--- config.mk ---
export PLATFORM = sky130hd
export DESIGN_NAME = dot_arbiter_flat
export DESIGN_NICKNAME = d
export VERILOG_FILES = /design/src/rtl/dot_arbiter_if.sv /design/src/rtl/dot_arbiter.sv /design/src/flat_wrapper.sv
export SDC_FILE = /design/constraint.sdc
export NUM_CORES = 1
export LEC_CHECK = 0
export ABC_AREA = 1
export ABC_CLOCK_PERIOD_IN_PS = 4300
export CAP_MARGIN = 20
export CORE_MARGIN = 4
export CORE_UTILIZATION = 67
export CTS_BUF_LIST = sky130_fd_sc_hd__clkbuf_8 sky130_fd_sc_hd__clkbuf_16
export CTS_CLUSTER_DIAMETER = 50
export DETAILED_ROUTE_END_ITERATION = 8
export DONT_BUFFER_PORTS = 1
export PLACE_DENSITY = 0.83
export SLEW_MARGIN = 0
export SYNTH_ARGS = -nofsm -noshare
export SYNTH_HDL_FRONTEND = slang
export SYNTH_SLANG_ARGS = --single-unit
--- constraint.sdc ---
create_clock -name clk -period 4.3 [get_ports clk]
set_input_delay 1.29 -clock clk [delete_from_list [all_inputs] [get_ports clk]]
set_output_delay 1.29 -clock clk [all_outputs]
set_load 0.01 [all_outputs]
--- src/rtl/dot_arbiter_if.sv ---
// Requester-side bundle of dot_arbiter: request/accept handshake, one-hot
// response valid/ready and the shared result bus.
interface dot_arbiter_if #(
    parameter int N_REQ = 4
);
    logic [N_REQ-1:0] req_valid;
    logic [N_REQ-1:0] req_ready;
    logic [N_REQ-1:0] rsp_valid;
    logic [N_REQ-1:0] rsp_ready;
    logic [15:0]      rsp_data;
    logic             rsp_err;

    modport master (
        output req_valid, rsp_ready,
        input  req_ready, rsp_valid, rsp_data, rsp_err
    );

    modport slave (
        input  req_valid, rsp_ready,
        output req_ready, rsp_valid, rsp_data, rsp_err
    );
endinterface

--- src/rtl/dot_arbiter.sv ---
// Round-robin arbiter sharing one dot-product engine among N_REQ requesters,
// with a WAIT timeout that returns an error response instead of a result.
//
// state | meaning
// IDLE  | no operation; pick a winner when any request is pending
// START | one cycle: accept pulse to winner, engine start pulse
// WAIT  | waiting for eng_done or for the timeout counter to expire
// RESP  | result (or error) held to the winner until its rsp_ready
module dot_arbiter #(
    parameter int N_REQ   = 4,
    parameter int TIMEOUT = 64
) (
    input  logic                     clk,
    input  logic                     rst_n,
    dot_arbiter_if.slave             bus,
    output logic                     eng_start,
    output logic [$clog2(N_REQ)-1:0] eng_sel,
    input  logic                     eng_done,
    input  logic [15:0]              eng_result,
    output logic                     busy,
    output logic [15:0]              op_count
);
    localparam int SW = $clog2(N_REQ);
    localparam int CW = $clog2(TIMEOUT);
    localparam logic [CW-1:0] CNT_LAST = CW'(TIMEOUT - 1);

    typedef enum logic [1:0] {IDLE, START, WAIT, RESP} state_t;

    state_t           state_q, state_d;
    logic [SW-1:0]    ptr_q, ptr_d, sel_q, sel_d, win, off;
    logic [SW:0]      sum;
    logic [CW-1:0]    cnt_q, cnt_d;
    logic [N_REQ-1:0] rot, win_hot, sel_hot;
    logic [N_REQ-1:0] req_ready_q, req_ready_d, rsp_valid_q, rsp_valid_d;
    logic [15:0]      rsp_data_q, rsp_data_d, op_count_q, op_count_d;
    logic             rsp_err_q, rsp_err_d, eng_start_q, eng_start_d;
    logic             busy_q, busy_d, found;

    // Rotate requests so bit 0 is the requester at ptr; the lowest set bit wins.
    always_comb begin
        rot   = N_REQ'({bus.req_valid, bus.req_valid} >> ptr_q);
        found = |rot;
        off   = '0;
        for (int i = N_REQ - 1; i >= 0; i--) begin
            if (rot[i]) off = SW'(i);
        end
        sum = {1'b0, ptr_q} + {1'b0, off};
        win = (sum >= (SW+1)'(N_REQ)) ? SW'(sum - (SW+1)'(N_REQ)) : sum[SW-1:0];
    end

    assign win_hot = N_REQ'(1) << win;
    assign sel_hot = N_REQ'(1) << sel_q;

    always_comb begin
        state_d     = state_q;
        ptr_d       = ptr_q;
        sel_d       = sel_q;
        cnt_d       = cnt_q;
        req_ready_d = '0;
        eng_start_d = 1'b0;
        rsp_valid_d = rsp_valid_q;
        rsp_data_d  = rsp_data_q;
        rsp_err_d   = rsp_err_q;
        op_count_d  = op_count_q;
        unique case (state_q)
            IDLE: begin
                if (found) begin
                    state_d     = START;
                    sel_d       = win;
                    ptr_d       = (win == SW'(N_REQ - 1)) ? '0 : win + 1'b1;
                    req_ready_d = win_hot;
                    eng_start_d = 1'b1;
                end
            end
            START: begin
                cnt_d   = '0;
                state_d = WAIT;
            end
            WAIT: begin
                // done is checked first so it wins over a coinciding timeout
                if (eng_done) begin
                    rsp_data_d  = eng_result;
                    rsp_err_d   = 1'b0;
                    rsp_valid_d = sel_hot;
                    state_d     = RESP;
                end else if (cnt_q == CNT_LAST) begin
                    rsp_data_d  = '0;
                    rsp_err_d   = 1'b1;
                    rsp_valid_d = sel_hot;
                    state_d     = RESP;
                end else begin
                    cnt_d = cnt_q + 1'b1;
                end
            end
            RESP: begin
                if (|(bus.rsp_ready & sel_hot)) begin
                    rsp_valid_d = '0;
                    state_d     = IDLE;
                    if (!rsp_err_q) op_count_d = op_count_q + 16'd1;
                end
            end
            default: state_d = IDLE;
        endcase
        busy_d = (state_d != IDLE);
    end

    always_ff @(posedge clk or negedge rst_n) begin
        if (!rst_n) begin
            state_q     <= IDLE;
            ptr_q       <= '0;
            sel_q       <= '0;
            cnt_q       <= '0;
            req_ready_q <= '0;
            eng_start_q <= 1'b0;
            rsp_valid_q <= '0;
            rsp_data_q  <= '0;
            rsp_err_q   <= 1'b0;
            op_count_q  <= '0;
            busy_q      <= 1'b0;
        end else begin
            state_q     <= state_d;
            ptr_q       <= ptr_d;
            sel_q       <= sel_d;
            cnt_q       <= cnt_d;
            req_ready_q <= req_ready_d;
            eng_start_q <= eng_start_d;
            rsp_valid_q <= rsp_valid_d;
            rsp_data_q  <= rsp_data_d;
            rsp_err_q   <= rsp_err_d;
            op_count_q  <= op_count_d;
            busy_q      <= busy_d;
        end
    end

    assign bus.req_ready = req_ready_q;
    assign bus.rsp_valid = rsp_valid_q;
    assign bus.rsp_data  = rsp_data_q;
    assign bus.rsp_err   = rsp_err_q;
    assign eng_start     = eng_start_q;
    assign eng_sel       = sel_q;
    assign busy          = busy_q;
    assign op_count      = op_count_q;
endmodule

--- src/flat_wrapper.sv ---
// flat-port wrapper written by rule: the top's interface ports become plain ports
module dot_arbiter_flat 
#(
    parameter int N_REQ   = 4,
    parameter int TIMEOUT = 64
)
  (clk, rst_n, eng_start, eng_sel, eng_done, eng_result, busy, op_count, bus_req_valid, bus_rsp_ready, bus_req_ready, bus_rsp_valid, bus_rsp_data, bus_rsp_err);
  dot_arbiter_if #(.N_REQ(N_REQ)) bus_i ();
  input  logic clk;
  input  logic rst_n;
  output logic eng_start;
  output logic [$clog2(N_REQ)-1:0] eng_sel;
  input  logic eng_done;
  input  logic [15:0] eng_result;
  output logic busy;
  output logic [15:0] op_count;
  input wire logic [$bits(bus_i.req_valid)-1:0] bus_req_valid;
  input wire logic [$bits(bus_i.rsp_ready)-1:0] bus_rsp_ready;
  output wire logic [$bits(bus_i.req_ready)-1:0] bus_req_ready;
  output wire logic [$bits(bus_i.rsp_valid)-1:0] bus_rsp_valid;
  output wire logic [$bits(bus_i.rsp_data)-1:0] bus_rsp_data;
  output wire logic [$bits(bus_i.rsp_err)-1:0] bus_rsp_err;
  assign bus_i.req_valid = bus_req_valid;
  assign bus_i.rsp_ready = bus_rsp_ready;
  assign bus_req_ready = bus_i.req_ready;
  assign bus_rsp_valid = bus_i.rsp_valid;
  assign bus_rsp_data = bus_i.rsp_data;
  assign bus_rsp_err = bus_i.rsp_err;
  dot_arbiter #(.N_REQ(N_REQ), .TIMEOUT(TIMEOUT)) u_core (.clk(clk), .rst_n(rst_n), .bus(bus_i), .eng_start(eng_start), .eng_sel(eng_sel), .eng_done(eng_done), .eng_result(eng_result), .busy(busy), .op_count(op_count));
endmodule
**Word-level counts from Yosys, hierarchy flattened**

Index checks and enable logic that the tools add are counted.

- $lt $le $gt $ge: 1
- Muxes and demuxes: 26
- Equal/unequal tests: 9
- $add $sub $neg: 5
- Shift operators: 3
- Reductions and logical operators: 12
- Bitwise gates (word level): 2

Operators by type and width:

| operator | count |
|---|---|
| 16-bit 2-to-1 mux | 2 |
| 2-bit 2-to-1 mux | 10 |
| 4-bit 2-to-1 mux | 5 |
| 16-bit by 1-bit adder with 16-bit output, second input constant | 1 |
| 6-bit 2-to-1 mux | 2 |
| 6-bit one-hot mux with 2 select lines | 1 |
| 3-bit AND reduction | 3 |
| 2-bit one-hot mux with 4 select lines | 1 |
| 4-bit one-hot mux with 2 select lines | 1 |
| 2-bit nonzero test | 4 |
| 4-bit OR reduction | 2 |
| 1-bit by 2-bit left shift with 4-bit output, first input constant | 2 |
| 8-bit by 2-bit >> shifter with 4-bit output | 1 |
| 6-bit by 1-bit adder with 6-bit output, second input constant | 1 |
| 2-bit equality test, second input constant | 3 |
| 6-bit equality test, second input constant | 1 |
| 4-bit AND | 1 |
| 1-bit 2-to-1 mux | 4 |
| 2-bit != test, second input constant | 2 |
| 2-bit AND reduction | 2 |
| 2-bit by 2-bit adder with 3-bit output | 1 |
| 3-bit greater-or-equal comparator, second input constant | 1 |
| 3-bit by 2-bit != test with 1-bit output, second input constant | 1 |
| 2-bit by 1-bit adder with 2-bit output, second input constant | 1 |
| other kinds (5) | 5 |

- Output and inout port bits: 45
- Word-level logic and storage cells: 69
- Flip-flop bits (word level): 55

**Longest topological paths before layout**

- Word-level depth: 11
- Depth in mapped cells: 15
- Gate-level depth less buffers: 15

**Worst setup path after synthesis**

OpenSTA, ideal clock, no wires.

- Path type: input port to flip-flop
- Start: input bus_req_valid[1]
- End: register u_core.ptr_q[1]
- Data arrival time: 2.678 ns
- Path buffers: 0
- Path slack: 1.501 ns
- Stages on the path: 13
- Cells stage by stage: nand2_1 -> nand3_1 -> nand2_1 -> nand3_1 -> a21boi_0 -> ha_1 -> xor2_1 -> inv_1 -> nand3_1 -> nand2_2 -> ha_1 -> nand2_1 -> o21ai_1

- Longest elaborated chain between the ends: 10
- Elaborated cells between the ends (all ways): 14
- Classes of those cells: add/sub: 3; order compare: 1; eq/ne: 1; shift: 1; mux: 6; reduce/logical: 2

Ends and longest elaborated chain:

| what | RTL line | text |
|---|---|---|
| from (decl) | flat_wrapper.sv:17 | `input wire logic [$bits(bus_i.req_valid)-1:0] bus_req_valid;` |
| 8-bit by 2-bit >> shifter with 4-bit output (*) | dot_arbiter.sv:41 | `rot = N_REQ'({bus.req_valid, bus.req_valid} >> ptr_q);` |
| 2-bit 2-to-1 mux (4 in a row) | dot_arbiter.sv:45 | `if (rot[i]) off = SW'(i);` |
| 2-bit by 2-bit adder with 3-bit output | dot_arbiter.sv:47 | `sum = {1'b0, ptr_q} + {1'b0, off};` |
| 3-bit greater-or-equal comparator / 2-bit by 1-bit subtractor with 2-bit output (equally long branches) | dot_arbiter.sv:48 | `win = (sum >= (SW+1)'(N_REQ)) ? SW'(sum - (SW+1)'(N_REQ)) : sum[SW-1:0];` |
| 2-bit 2-to-1 mux | dot_arbiter.sv:48 |  |
| 2-bit by 1-bit adder with 2-bit output / 2-bit equality test (equally long branches) | dot_arbiter.sv:70 | `ptr_d = (win == SW'(N_REQ - 1)) ? '0 : win + 1'b1;` |
| 2-bit 2-to-1 mux | dot_arbiter.sv:70 |  |
| to (signal assigned) | dot_arbiter.sv:122 | `ptr_q <= ptr_d;` |
| to (decl) | dot_arbiter.sv:30 | `logic [SW-1:0] ptr_q, ptr_d, sel_q, sel_d, win, off;` |

Mark *: on every way between the ends. The rest lies on a longest branch, timed or not.
A chain may end at the register's enable or synchronous reset.

**Worst setup path in the final report**

- Start: input bus_req_valid[3]
- End: register u_core.ptr_q[1]

The elaborated chain is that of the path after synthesis.

==> impl_metrics.tcl <==
set metrics [dict create \
    synth_ff_type "dfrtp_1" \
    period_needed_ns 2.633 \
    nets 343 \
    worstHoldStart "u_core.cnt_q[1]$_DFFE_PN0P_" \
    max_slew_margin_pct 67.43 \
    async_reset_ff_share_pct 100.0 \
    synth_edf_count 0 \
    synth_area_leaders "dfrtp_1 (51%), nand2_1 (12%), nand3_1 (6.3%)" \
    worst_pin_slew_ns 0.4868 \
    cts_max_level 2 \
    avgSynthCellArea_sq_um 8.742 \
    clkSinkCount 55 \
    critPathLaunchType "input pin" \
    yosys_warnings 0 \
    finalHoldViolCount 0 \
    synth_commonest_cells "nand2_1 (85), dfrtp_1 (55), nand3_1 (34)" \
    layout_worst_path_cycle_share_pct 61.22 \
    wl_per_cell_microns 15.06 \
    drt_iter0_drc 115 \
    max_freq_ghz 0.3799 \
    hold_path.class "reg2reg" \
    timing.setup.tns_ns 0 \
    vias 2138 \
    reg2reg_from "u_core.ptr_q[0]$_DFFE_PN0P_" \
    skew_ns 0.01485 \
    worstSkewPairLatency_ns 0.31 \
    critPathLaunch "bus_req_valid[3]" \
    grt_pass1_wl_microns 9232 \
    cts_resized 0 \
    synth_area_sq_um 2710 \
    arrival_ns 2.83 \
    die_h_microns 71.60 \
    leakage_nw 1.386 \
    syn-num-nets 341 \
    crit_fanout 5 \
    timing_max_transition_violations_final 0 \
    port_buffers 0 \
    drive_above_1_share_pct 9.585 \
    antennaDiodeCount 0 \
    whs_ns 0.5556 \
    die_x_microns 71.60 \
    track_usage_pct 22.75 \
    cap_violations 0 \
    yosysTopAreaCell "dfrtp_1" \
    ys_ff_latch 55 \
    first_global_vias 2113 \
    cts_buffers 5 \
    die_area_sq_um 5127 \
    hold_buffers 0 \
    rows 22 \
    overflow 0 \
    final_antenna_net_count 0 \
    rsz0062_at_grt "false" \
    ys_seq_area_share_pct 50.78 \
    numPlacedInstances 353 \
    vdd_drop_max_uv 420.4 \
    firstDrtPassIters 4 \
    cts_buffer_depth 2 \
    critPathKind "in2reg" \
    root_buffer "clkbuf_8" \
    synth.top_cell.area_share_pct 50.78 \
    num_io_pins 72 \
    globalplace.congestion 0.9374 \
    clk_pin_slew_worst_paths_ns 0.09 \
    postCtsSetupBuffers 0 \
    p_per_area_nw_per_um2 693.6 \
    grt_max_degree 56 \
    yosysMostFrequentCell "nand2_1" \
    status "completed" \
    via_per_inst 5.922 \
    synth_cell_types 29 \
    hpwl_microns 4056 \
    cts_tree "yes" \
    final_cells 361 \
    netlist_instances 310 \
    antenna_found_initial 0 \
    drc 0 \
    cp-end-kind "flip-flop" \
    crit_required_ns 4.50 \
    routed_wl_microns 5438 \
    finalSetupViolations 0 \
    start_util_pct 71.86 \
    core_sq_um 3771 \
    power_mw 1.968 \
    syn2layout_area_growth_pct 4.709 \
]
sequential cells by signal (all words and copies together) (netlist names), 2 cells and up:
| register | count |
|---|---|
| u_core.cnt_q | 6 |
| u_core.bus.rsp_data | 16 |
| u_core.ptr_q | 2 |
| u_core.bus.rsp_valid | 4 |
| u_core.state_q | 2 |
| u_core.eng_sel | 2 |
| u_core.bus.req_ready | 4 |
| u_core.op_count | 16 |
kinds of logic (layout without fill, tap and decap cells):
| logic type | Yosys count | count (layout) | share of synthesized area [%] |
|---|---|---|---|
| and+or+nand+nor | 162 | 162 | 27.15 |
| xor gates and xnor gates | 9 | 9 | 2.908 |
| DFF | 55 | 55 | 50.78 |
| buffers and inverters | 40 | 43 | 6.879 |
| AOI/OAI and AO/OA | 40 | 40 | 10.43 |
| adders and majority gates | 4 | 4 | 1.847 |
per-stage QoR:
stage	area, sq um	utilization [%]	setup WS (ns)
final	2838	75.25	1.667
after global routing	2838	75.25	1.509
after CTS	2838	75.25	1.663
after detailed placement	2720	72.13	1.349
after global placement	2720	72.13	1.418
after floorplan	2710	-	1.501
report_power, final:
part	switching (mW)	internal, mW
Combinational	0.426	0.249
Sequential	0.244	0.699
Clock	0.162	0.188
cell type report:
cell class | count | area [sq um]
flip-flops and latches | 55 | 1376
multi-input cells | 215 | 1147
fillers | 294 | 933.4
inverters | 35 | 136.4
clock buffers | 6 | 82.58
well taps | 48 | 60.06
clock inverters | 2 | 35.03
cells in the final DEF, fill, tap and decap left out, types with 3 or more instances in the layout:
cell	instances
inv_1	26
dfrtp_1	55
nor2_1	21
clkbuf_8	6
nor2_4	4
nand2_1	85
o21ai_1	5
ha_1	4
nand3_1	34
xnor2_1	5
inv_2	7
xor2_1	4
a21oi_1	4
o21ai_0	7
o31ai_1	4
nor3_1	8
nand2_2	3
a22o_1	16
worst max-delay path, cell delays in order:
cell      delay [ns]
nand2_1         0.07
nand3_1         0.09
nand2_1         0.10
nand3_1         0.08
a21boi_0        0.17
ha_1            0.19
xor2_1          0.19
inv_1           0.06
nand3_1         0.09
nand2_2         0.09
ha_1            0.30
nand2_1         0.06
o21ai_1         0.05
path summary, 6_finish.rpt:
path / end / slack, ns / cells past startpoint
worst max register to register: u_core.ptr_q[1]$_DFFE_PN0P_ / 2.06 / 14
min in group asynchronous: u_core.op_count[5]$_DFFE_PN0P_ / 0.66 / 0
worst min-delay path: u_core.cnt_q[1]$_DFFE_PN0P_ / 0.56 / 2
worst min register to register: u_core.cnt_q[1]$_DFFE_PN0P_ / 0.56 / 2
worst max-delay path: u_core.ptr_q[1]$_DFFE_PN0P_ / 1.67 / 13
max in group asynchronous: u_core.bus.req_ready[3]$_DFF_PN0_ / 3.54 / 0
routing by layer:
layer	up-vias	global-route usage, %	share of wire, %
met2	105	37.35	48
met5	-	0	0
met4	0	6.472	1.1
li1	1020	-	-
met3	10	9.677	11
met1	1003	27.47	40
Note: power is estimated with default switching activity, not from simulation.
